**src/rtl/input_debouncer.sv**
```systemverilog
// Per-channel two-flop synchronizer, debounce counter and registered level/rise/fall outputs.
// Define INPUT_DEBOUNCER_AUTOREPEAT_EN to add auto-repeat rise strobes on channel 0.
module input_debouncer #(
    parameter int CH            = 3,
    parameter int DB_CYCLES     = 8,
    parameter int REPEAT_DELAY  = 64,
    parameter int REPEAT_PERIOD = 16
) (
    input  logic          clk,
    input  logic          rst_n,
    input  logic          ena,
    input  logic [CH-1:0] raw_in,
    output logic [CH-1:0] level,
    output logic [CH-1:0] rise,
    output logic [CH-1:0] fall
);

    localparam logic [7:0] DB_LAST = 8'(DB_CYCLES - 1);

    logic [CH-1:0] s1_q, s1_d;
    logic [CH-1:0] s2_q, s2_d;
    logic [7:0]    cnt_q [CH];
    logic [7:0]    cnt_d [CH];
    logic [CH-1:0] level_q, level_d;
    logic [CH-1:0] rise_q, rise_d;
    logic [CH-1:0] fall_q, fall_d;
    logic [CH-1:0] accept;
    logic [CH-1:0] rep_rise;

    // A channel accepts a new level only after DB_CYCLES consecutive enabled mismatches.
    always_comb begin
        s1_d    = raw_in;
        s2_d    = s1_q;
        level_d = level_q;
        rise_d  = '0;
        fall_d  = '0;
        accept  = '0;
        for (int c = 0; c < CH; c++) begin
            cnt_d[c] = cnt_q[c];
            if (!ena || (s2_q[c] == level_q[c])) begin
                cnt_d[c] = '0;
            end else if (cnt_q[c] == DB_LAST) begin
                accept[c]  = 1'b1;
                level_d[c] = s2_q[c];
                rise_d[c]  = s2_q[c];
                fall_d[c]  = ~s2_q[c];
                cnt_d[c]   = '0;
            end else begin
                cnt_d[c] = cnt_q[c] + 8'd1;
            end
        end
    end

`ifdef INPUT_DEBOUNCER_AUTOREPEAT_EN
    localparam logic [15:0] REP_DELAY_LAST  = 16'(REPEAT_DELAY - 1);
    localparam logic [15:0] REP_PERIOD_LAST = 16'(REPEAT_PERIOD - 1);

    logic [15:0] rep_cnt_q, rep_cnt_d;
    logic        rep_phase_q, rep_phase_d;
    logic        rep_fire;

    // Restarting on any accept makes the accepted press edge the reference point E.
    always_comb begin
        rep_cnt_d   = rep_cnt_q;
        rep_phase_d = rep_phase_q;
        rep_fire    = 1'b0;
        if (!ena || accept[0] || !level_q[0]) begin
            rep_cnt_d   = '0;
            rep_phase_d = 1'b0;
        end else if (!rep_phase_q && (rep_cnt_q == REP_DELAY_LAST)) begin
            rep_fire    = 1'b1;
            rep_cnt_d   = '0;
            rep_phase_d = 1'b1;
        end else if (rep_phase_q && (rep_cnt_q == REP_PERIOD_LAST)) begin
            rep_fire  = 1'b1;
            rep_cnt_d = '0;
        end else begin
            rep_cnt_d = rep_cnt_q + 16'd1;
        end
    end

    always_ff @(posedge clk or negedge rst_n) begin
        if (!rst_n) begin
            rep_cnt_q   <= '0;
            rep_phase_q <= 1'b0;
        end else begin
            rep_cnt_q   <= rep_cnt_d;
            rep_phase_q <= rep_phase_d;
        end
    end

    assign rep_rise = CH'(rep_fire);
`else
    assign rep_rise = '0;
`endif

    always_ff @(posedge clk or negedge rst_n) begin
        if (!rst_n) begin
            s1_q    <= '0;
            s2_q    <= '0;
            level_q <= '0;
            rise_q  <= '0;
            fall_q  <= '0;
            for (int c = 0; c < CH; c++) begin
                cnt_q[c] <= '0;
            end
        end else begin
            s1_q    <= s1_d;
            s2_q    <= s2_d;
            level_q <= level_d;
            rise_q  <= rise_d | rep_rise;
            fall_q  <= fall_d;
            for (int c = 0; c < CH; c++) begin
                cnt_q[c] <= cnt_d[c];
            end
        end
    end

    assign level = level_q;
    assign rise  = rise_q;
    assign fall  = fall_q;

endmodule

```
**config.mk**
```make
export PLATFORM = sky130hd
export DESIGN_NAME = input_debouncer
export DESIGN_NICKNAME = d
export VERILOG_FILES = /design/src/rtl/input_debouncer.sv
export SDC_FILE = /design/constraint.sdc
export NUM_CORES = 1
export LEC_CHECK = 0
export ABC_AREA = 1
export BUFFER_PORTS_ARGS = -buffer_cell sky130_fd_sc_hd__buf_4
export CORE_MARGIN = 2
export CORE_UTILIZATION = 40
export CTS_CLUSTER_DIAMETER = 50
export DETAILED_ROUTE_END_ITERATION = 10
export GPL_TIMING_DRIVEN = 0
export PLACE_DENSITY_LB_ADDON = 0.15
export SLEW_MARGIN = 25
export SYNTH_ARGS = -nofsm -noshare
export SYNTH_HDL_FRONTEND = slang
export SYNTH_SLANG_ARGS = --single-unit
```
**constraint.sdc**
```tcl
create_clock -name clk -period 1.15 [get_ports clk]
set_clock_uncertainty 0.15 [all_clocks]
set_input_delay 0.115 -clock clk [delete_from_list [all_inputs] [get_ports clk]]
set_output_delay 0.115 -clock clk [all_outputs]
set_load 0.03 [all_outputs]
```
## Yosys cells after proc, flatten, opt, wreduce, memory -nomap -nowiden

Cells that the tools add are included.

| word-level totals | value |
|---|---|
| logic and storage cells | 50 |
| output and inout port bits | 9 |
| bits in registers | 39 |
| input port bits | 6 |

| operators by class | value |
|---|---|
| add/sub/neg operators | 3 |
| reductions and logical operators | 7 |
| equality and inequality tests | 6 |
| bitwise logic cells | 6 |
| muxes and demuxes | 18 |

Operators with widths:

| kind | count |
|---|---|
| 2-to-1 mux 8 bit | 6 |
| adder 8 x 1 -> 8 bit, second input constant | 3 |
| equality test 8 x 3 -> 1 bit, second input constant | 3 |
| 2-to-1 mux 1 bit | 12 |
| inverter 1 bit | 6 |
| AND reduction 2 bit | 3 |
| equality test 1 bit | 3 |
| logical OR 1 bit | 3 |
| zero test 1 bit | 1 |

## Longest topological paths before layout

Gate-level depths: netlist of run 1.

| depth | value |
|---|---|
| word-level depth | 4 |
| gate-level depth with buffers | 6 |
| mapped depth without buffers | 6 |

## Worst setup path after synthesis of run 1

Ideal clock, no wire load.

| timing | value |
|---|---|
| kind | register to register |
| start | register level_q[1], in the netlist level[1] |
| end | register level_q[1], in the netlist level[1] |
| setup time | 118 ps |
| clock period less this slack | 1222 ps |
| arrival time | 954 ps |
| cell stages (with the launch flop) | 6 |
| buffers on the path | 0 |
| setup slack | -72 ps |
| data required time | 882 ps |
| cell sequence | dfrtp_1 nor2_1 nor2_4 nand2_1 nand2_1 nand2_1 |

| between the ends | value |
|---|---|
| word-level cells in the longest chain between the ends | 4 |

RTL lines:

| what | line | text |
|---|---|---|
| from (decl) | 24 | `logic [CH-1:0] level_q, level_d;` |
| from (signal assigned) | 110 | `level_q <= level_d;` |
| equality test 1 bit | 40 | `if (!ena \|\| (s2_q[c] == level_q[c])) begin` |
| logical OR 1 bit | 40 |  |
| inverter 1 bit (no line) | n/a |  |
| AND reduction 2 bit (no line) | n/a |  |

No other way between the ends.
A chain may end at the register's enable or synchronous reset.

## Worst setup path after layout of run 1

| timing | value |
|---|---|
| start | register level_q[2], in the netlist level[2] |
| end | output level[2] |

RTL lines:

| what | line | text |
|---|---|---|
| to (decl) | 13 | `output logic [CH-1:0] level,` |

No word-level cell between the ends.

==> results.cfg, run 1 <==
[run_status]
status = finished, violations left
violations = setup timing

[floorplan]
core_area_um2 = 4086
start_util_pct = 42.53
dieArea_um2 = 4888
num_io_pins = 15
die_x_um = 69.92
num_rows = 23
fp.dieH_um = 69.92

[timing]
layout_min_cycle_time_ns = 1.231
slew_viol_final = 0
whs_ns = 0.05060
fmax_mhz = 812.4
timing.final.crit_share_pct = 107.0
tightest_slew_ns = 0.4857
fin_ws_ns = -0.08097
setup_viol = 24
rsz0062_at_grt = yes
slew_headroom_pct = 67.62
finalHoldViolCount = 0

[global_routing]
grtUsageMet2_pct = 21.69
grt_pass1_vias = 1275
met3_usage_pct = 3.463
grt_util_met1_pct = 17.60
grt_antenna_before_repair = 0
grt_pass1_wl_um = 5333
grt_usage_pct = 13.88
grt-ovfl-total = 0
grt_max_degree = 40
busiest_layer = met2

[worst_setup_path]
critPathKind = reg -> out
timing.rr.end = level[2]
rrSetupSlack_ns = -0.07
cp.arrival_ns = 0.97
cp-start-kind = register
end_kind = output port
rr_worst_depth = 6
required_ns = 0.88
r2r-start = cnt_q[0]
cp_max_fo = 3

[worst_hold_path]
min_from = ena
holdCritPathClass = in -> reg
whs_endpoint = cnt_q[18]
whs_path_depth = 5

[placement]
portBuffers = 14
placed_area_um2 = 1947
gp_congestion = 0.8015
hpwl_um = 2002

[cells_and_area]
multiInputGateArea_um2 = 862.1
layout-drive-gt1-share_pct = 44.00
diodes = 0
area_delta_synth_final_pct = 39.24
seqCellArea_um2 = 983.4
final_cell_mix = nand2_1, dfrtp_1, buf_4
fin_area_um2 = 2420
n_fill_cell = 362
nets = 258

[cts]
cts_root_buffer = clkbuf_8
cts_tree = built
h-tree-depth = 2
insertion_delay_ns = 0.29
cts_num_sinks = 39
clk_pin_slew_worst_paths_ns = 0.07
cts_buffer_depth = 2
numCtsBuffers = 5

[drt]
avgViaCountPerCell = 4.530
firstDrtPassIters = 4
wirelength_um = 3192
vias = 1359
wire_per_inst_um = 10.64
drcViolationCount = 0
drtAntennaViolNets = 0
first_iter_violations = 61

[synth]
synth.distinct_cells = 14
synth-seq-cells = 39
synth_area_um2 = 1738
syn_nets = 213
ys.warnings.count = 0
syn_inst = 204
postSynthAreaPerCell_um2 = 8.519
seq_area_frac_synth_pct = 56.16

[pwr]
vdd_drop_max_v = 0.0009103
powerDensity_nw_per_um2 = 1063
leakagePower_nw = 1.076

[flow_run]
cap_violations = 0
[layout make-up]
class                           count  share of cell area [%]
Sequential cell                    39                   40.64
Multi-Input combinational cell    138                   35.63
Timing Repair Buffer               38                   12.82
Inverter                           27                   4.188
Clock buffer                        8                   4.137
Tap cell                           50                   2.585
[state kept, by name (all words and copies together), names as in the netlist]
register	flops
level	3
s1_q	3
fall	3
s2_q	3
cnt_q	24
rise	3
[metrics by stage]
stage / setup TNS (ns) / worst slack [ns] / util, % / std cells / power (mW)
after floorplan: -0.06781 / -0.008370 / - / 204 / 1.477
after global placement: -1.592 / -0.1241 / 47.64 / 268 / 1.530
after detailed placement: -1.711 / -0.1294 / 47.64 / 268 / 1.531
after CTS: -0.4363 / -0.06005 / 54.50 / 292 / 2.591
after global routing: -3.274 / -0.1749 / 59.22 / 300 / 2.673
final: -0.6648 / -0.08097 / 59.22 / 300 / 2.571
[timing repair]
| action | CTS | global route |
|---|---|---|
| pin swaps | 16 | 20 |
| setup buffers | 12 | 8 |
| endpoints found under the setup margin | 27 | 36 |
| endpoints found under the hold margin | 42 | 0 |
| hold buffers | 4 | 0 |
| resized for setup | 20 | 39 |
[cell families (layout without fill, tap and decap cells)]
logic type | after synthesis | after routing | share of synthesized area [%]
flops | 39 | 39 | 56.16
fa+ha+maj | 3 | 3 | 2.160
xor+xnor | 6 | 6 | 3.024
buf+inv | 27 | 73 | 5.832
compound gates | 12 | 12 | 3.455
simple gates | 117 | 117 | 29.37
[power by group]
part / leakage [nW] / switching [mW] / internal (mW)
Sequential: 0.519 / 0.0197 / 1.39
Combinational: 0.506 / 0.0842 / 0.0623
Clock: 0.0515 / 0.466 / 0.547
[critical path: stages (launching register included)]
cell	delay [ns]
dfrtp_2	0.43
buf_6	0.12
buf_6	0.12
[layer usage]
layer	wire length, µm	share of wire [%]
met3	87	2.7
met4	77	2.4
met5	0	0
met2	1461	46
met1	1566	49
[synthesized netlist by cell type]
cell     number  area, µm²
o21ai_1       3      15.01
nor2_1       39      146.4
ha_1          3      37.54
inv_1        27      101.4
nand2_1      48      180.2
nor2_2        9      56.30
xnor2_1       3      26.28
o21ai_0       6      30.03
a21oi_1       3      15.01
nand2_2       3      18.77
xor2_1        3      26.28
dfrtp_1      39      975.9
nor2_4        3      33.78
nand3_1      15      75.07
[worst max path at each step]
stage              start   endpoint  cells past startpoint
5_1_grt          s2_q[2]   cnt_q[2]                      5
6_report        level[2]   level[2]                      2
2_1_floorplan   cnt_q[8]  cnt_q[12]                      5
3_5_place_dp    cnt_q[8]   cnt_q[8]                      4
4_1_cts        cnt_q[16]   level[0]                      6
3_3_place_gp    cnt_q[8]   cnt_q[8]                      4
Power figures use the tool's default switching activity.
==> inputs of run 2 (changes only) <==
- CORE_ASPECT_RATIO: not set -> 1.75
- GPL_ROUTABILITY_DRIVEN: not set -> 0
==> run 2 against run 1 <==
  * The flow still finishes with violations (setup timing)
  * Largest power group unchanged
  * Combinational power grew 8%
  * Largest cell class unchanged
  * Register-to-register slack lost 0.02 ns
  * Sequential share of layout area shrank 1.6 points
  * Wire length grew 8.4%
  * Hold slack gained 0.0058 ns
  * Via count grew 2.8%
  * Clock power grew 13%
  * Die area grew 0.42%
  * Global-route usage grew 1.5 points
==> results.cfg, run 2 (synthesized netlist as in run 1, its figures left out) <==
[floorplan]
num_io_pins = 15
num_rows = 31
die_x_um = 53.83
core_area_um2 = 4150
dieArea_um2 = 4909
fp.dieH_um = 91.20
start_util_pct = 41.88

[drt]
drtAntennaViolNets = 0
first_iter_violations = 12
met1Wirelength_um = 1322
wl_met2_um = 1983
wire_per_inst_um = 11.65
firstDrtPassIters = 4
met3RoutedLength_um = 78
routed.top_layer = met4
avgViaCountPerCell = 4.704
vias = 1397
drcViolationCount = 0
wirelength_um = 3461

[cells_and_area]
fin_area_um2 = 2522
nets = 256
area_delta_synth_final_pct = 45.14
top_register = cnt_q
n_fill_cell = 356
final_common_cell = dfrtp_1
final_cell_mix = dfrtp_1, nand2_1, nor2_1
diodes = 0
layout-drive-gt1-share_pct = 46.37
post_layout_nonfiller_instances = 297
largest_reg_flops = 24

[cts]
h-tree-depth = 2
insertion_delay_ns = 0.30
cts_buffer_depth = 2
cts_root_buffer = clkbuf_8
cts_tree = built
numCtsBuffers = 5
cts_num_sinks = 39
clk_pin_slew_worst_paths_ns = 0.08

[flow_run]
cap_violations = 0

[run_status]
violations = setup timing
status = finished, violations left

[worst_setup_path]
end_kind = register
cp.arrival_ns = 1.31
required_ns = 1.23
r2r-start = cnt_q[9]
cp_max_fo = 3
critPathKind = reg -> reg
critPathLaunch = cnt_q[9]
cp-start-kind = register

[global_routing]
grt_antenna_before_repair = 0
grt_usage_pct = 15.37
grt_max_degree = 40
grt_pass1_vias = 1344
grt_pass1_wl_um = 5506
grt-ovfl-total = 0

[worst_hold_path]
holdCritPathClass = in -> reg
min_from = ena

[timing]
fmax_mhz = 807.6
setup_viol = 32
rsz0062_at_grt = yes
timing.final.crit_share_pct = 107.7
slew_headroom_pct = 67.82
finalHoldViolCount = 0
slew_viol_final = 0
fin_ws_ns = -0.08826
layout_min_cycle_time_ns = 1.238
tightest_slew_ns = 0.4827

[placement]
dp.cells = 267
portBuffers = 14
hpwl_um = 2184
placed_area_um2 = 1946

[pwr]
intPower_mw = 2.106
p_sw_mw = 0.6077
powerDensity_nw_per_um2 = 1076
power.share.clock_pct = 42.1
vdd_drop_max_v = 0.001136
leakagePower_nw = 1.128
switching_share_pct = 22.39
p_comb_share_pct = 5.8
p_seq_share_pct = 52.0
[run 2: cell types whose count changed in the layout (fill, tap and decap cells not counted), moves of 3 or more]
cell,before,now
nor2_2,16,11
buf_6,4,9
inv_2,7,4
nor2_4,8,14
nand2_4,0,3
buf_4,30,23
[run 2: layout make-up]
type	count	area (µm²)	area share (%)
Sequential cell	39	984.7	39.04
Multi-Input combinational cell	138	945.9	37.50
Timing Repair Buffer	36	314.1	12.45
Inverter	27	103.9	4.117
Clock buffer	5	68.82	2.728
Tap cell	49	61.31	2.431
Clock inverter	3	43.79	1.736
[run 2: worst paths after layout]
| check | cells after the start | end | slack (ns) |
|---|---|---|---|
| setup / recovery | 6 | cnt_q[14] | -0.09 |
| hold / removal | 5 | cnt_q[18] | 0.06 |
| setup reg to reg | 6 | cnt_q[14] | -0.09 |
| hold reg to reg | 0 | s2_q[2] | 0.21 |
| max in group asynchronous | 2 | cnt_q[18] | 0.32 |
| min in group asynchronous | 2 | cnt_q[5] | 0.17 |
[run 2: worst max-delay path, stage by stage, from the launching register on]
cell,delay [ns]
dfrtp_1,0.43
ha_4,0.20
nand2_4,0.08
inv_2,0.05
nand2_1,0.06
nand2_1,0.07
a21oi_2,0.12
[run 2: what timing repair did]
item,CTS,global route
buffers inserted,12,6
endpoints found under the hold margin,42,0
pin swaps,12,25
resized for setup,23,59
hold buffers,4,0
setup endpoints to repair,27,36
[run 2: stage by stage]
stage	power, mW	utilization, %	setup slack, ns	hold slack (ns)	setup TNS, ns
final	2.713	60.78	-0.08826	0.05638	-1.182
after global placement	1.530	46.88	-0.1423	-0.03391	-1.928
after global routing	2.841	60.78	-0.1512	0.05627	-3.290
after detailed placement	1.531	46.88	-0.1279	-0.03552	-1.891
after CTS	2.718	54.60	-0.07276	0.05851	-0.7405
after floorplan	1.477	-	-0.008370	-0.3306	-0.06781
[run 2: power by group through the flow]
| stage | combinational, mW | clock, mW | sequential [mW] |
|---|---|---|---|
| floorplan | 0.0449 | 0 | 1.43 |
| global placement | 0.0953 | 0 | 1.43 |
| detailed placement | 0.0955 | 0 | 1.44 |
| CTS | 0.137 | 1.17 | 1.41 |
| global route | 0.179 | 1.25 | 1.41 |
| finish | 0.158 | 1.14 | 1.41 |
[run 2: layer usage]
metal  vias up  track usage (%)
met2        11            26.52
met3         6            3.783
met1       673            16.32
met5         -                0
li1        707                -
met4         0            7.692
==> inputs of run 3 (changes only) <==
- CAP_MARGIN: not set -> 20
- CORE_UTILIZATION: 40 -> 52
==> run 3 against run 2 <==
  * Non-clock buffer count increased by 2
  * Hold slack improved by 0.023 ns
  * The run still ends with setup timing left
  * Register-to-register slack got worse by 0.04 ns
  * Global-route usage rose by 6.4 points
  * Sequential share of layout area grew 0.23 points
  * Fmax decreased by 2.9%
  * Combinational power is 12% higher
  * Wire length up 13%
  * Clock-buffer cell count is the same
  * Via count increased by 3.9%
==> results.cfg, run 3 (synthesized netlist as in run 1, its figures left out) <==
[run_status]
status = finished, violations left
violations = setup timing

[cells_and_area]
multiInputGateArea_um2 = 930.9
fin_util_pct = 78.96
area_delta_synth_final_pct = 44.28
layout-drive-gt1-share_pct = 47.60
diodes = 0
top_register = cnt_q
largest_reg_flops = 24
final_common_cell = dfrtp_1
nets = 258
final_cell_mix = dfrtp_1, nand2_1, buf_4
n_fill_cell = 222
seqCellArea_um2 = 984.7

[floorplan]
num_rows = 27
core_area_um2 = 3176
die_x_um = 47.70
dieArea_um2 = 3839
start_util_pct = 54.73
fp.dieH_um = 80.48
num_io_pins = 15

[worst_setup_path]
cp.arrival_ns = 1.31
cp_max_fo = 3
critPathKind = reg -> reg
required_ns = 1.18
end_kind = register
cp-start-kind = register

[global_routing]
grt_pass1_wl_um = 6037
grt_usage_pct = 21.75
grt_pass1_vias = 1435
grt-ovfl-total = 0
grt_max_degree = 40
grt_antenna_before_repair = 0

[cts]
numCtsBuffers = 5
cts_tree = built
h-tree-depth = 2
cts_buffer_depth = 2
insertion_delay_ns = 0.28
cts_root_buffer = clkbuf_8
cts_num_sinks = 39
clk_pin_slew_worst_paths_ns = 0.08

[pwr]
vdd_drop_max_v = 0.001055
powerDensity_nw_per_um2 = 1084
leakagePower_nw = 1.121

[drt]
vias = 1452
wire_per_inst_um = 13.40
avgViaCountPerCell = 4.956
drcViolationCount = 0
firstDrtPassIters = 4
wirelength_um = 3925
first_iter_violations = 34
drtAntennaViolNets = 0

[timing]
timing.final.crit_share_pct = 110.9
layout_min_cycle_time_ns = 1.276
fmax_mhz = 784.0
whs_ns = 0.07967
tightest_slew_ns = 0.4871
setup_viol = 32
tns_ns = -1.629
finalHoldViolCount = 0
fin_ws_ns = -0.1255
rsz0062_at_grt = yes
slew_viol_final = 0
slew_headroom_pct = 67.52

[placement]
pre_cts_slack_ns = -0.1224
portBuffers = 14
hpwl_um = 2252

[worst_hold_path]
holdCritPathClass = in -> reg

[flow_run]
cap_violations = 0
## run 3: per-layer routing
| layer | global-route usage [%] | part of all wire, % | up-vias |
|---|---|---|---|
| li1 | - | - | 713 |
| met1 | 23.15 | 36 | 713 |
| met2 | 39.47 | 60 | 18 |
| met3 | 4.719 | 2.0 | 8 |
| met4 | 7.027 | 1.7 | 0 |
| met5 | 0 | 0 | - |
## run 3: where the power goes
group          switching, mW  internal [mW]  leakage [nW]
combinational         0.0976         0.0797         0.547
sequential            0.0204           1.39         0.516
clock                  0.484          0.646        0.0581
## run 3: final timing paths
| check | startpoint | endpoint | slack [ns] | cells past startpoint |
|---|---|---|---|---|
| worst max-delay path | cnt_q[9] | level[1] | -0.13 | 6 |
| worst min-delay path | ena | cnt_q[3] | 0.08 | 5 |
| worst max register to register | cnt_q[9] | level[1] | -0.13 | 6 |
| worst min register to register | s1_q[1] | s2_q[1] | 0.21 | 0 |
| max in group asynchronous | rst_n | level[2] | 0.30 | 2 |
| min in group asynchronous | rst_n | cnt_q[10] | 0.18 | 2 |
## run 3: layout make-up
cell class / count / area share (%)
multi-input combinational: 138 / 37.13
inverter: 27 / 4.142
clock inverter: 3 / 1.747
timing repair buffer: 38 / 12.82
clock buffer: 5 / 2.745
sequential: 39 / 39.27
tap: 43 / 2.146
## run 3: worst max-delay path: stages, from the launching register on
cell,delay [ns]
dfrtp_1,0.40
ha_4,0.19
nand3_4,0.10
nor2_4,0.15
nand2_2,0.08
nand2_1,0.06
nand2_1,0.04
## run 3: per-stage QoR
step / power [mW] / cells / instance area (µm²)
6_report: 2.718 / 293 / 2507
5_1_grt: 2.817 / 293 / 2507
3_3_place_gp: 1.525 / 261 / 1938
2_1_floorplan: 1.477 / 204 / 1779
3_5_place_dp: 1.532 / 261 / 1938
4_1_cts: 2.697 / 286 / 2302
## run 3: what timing repair did
| action | 4_1_cts | 5_1_grt |
|---|---|---|
| pin swaps | 19 | 29 |
| endpoints found under the setup margin | 34 | 36 |
| setup buffers | 13 | 7 |
| hold buffers | 4 | 0 |
| resized for setup | 41 | 39 |
| endpoints found under the hold margin | 42 | 0 |
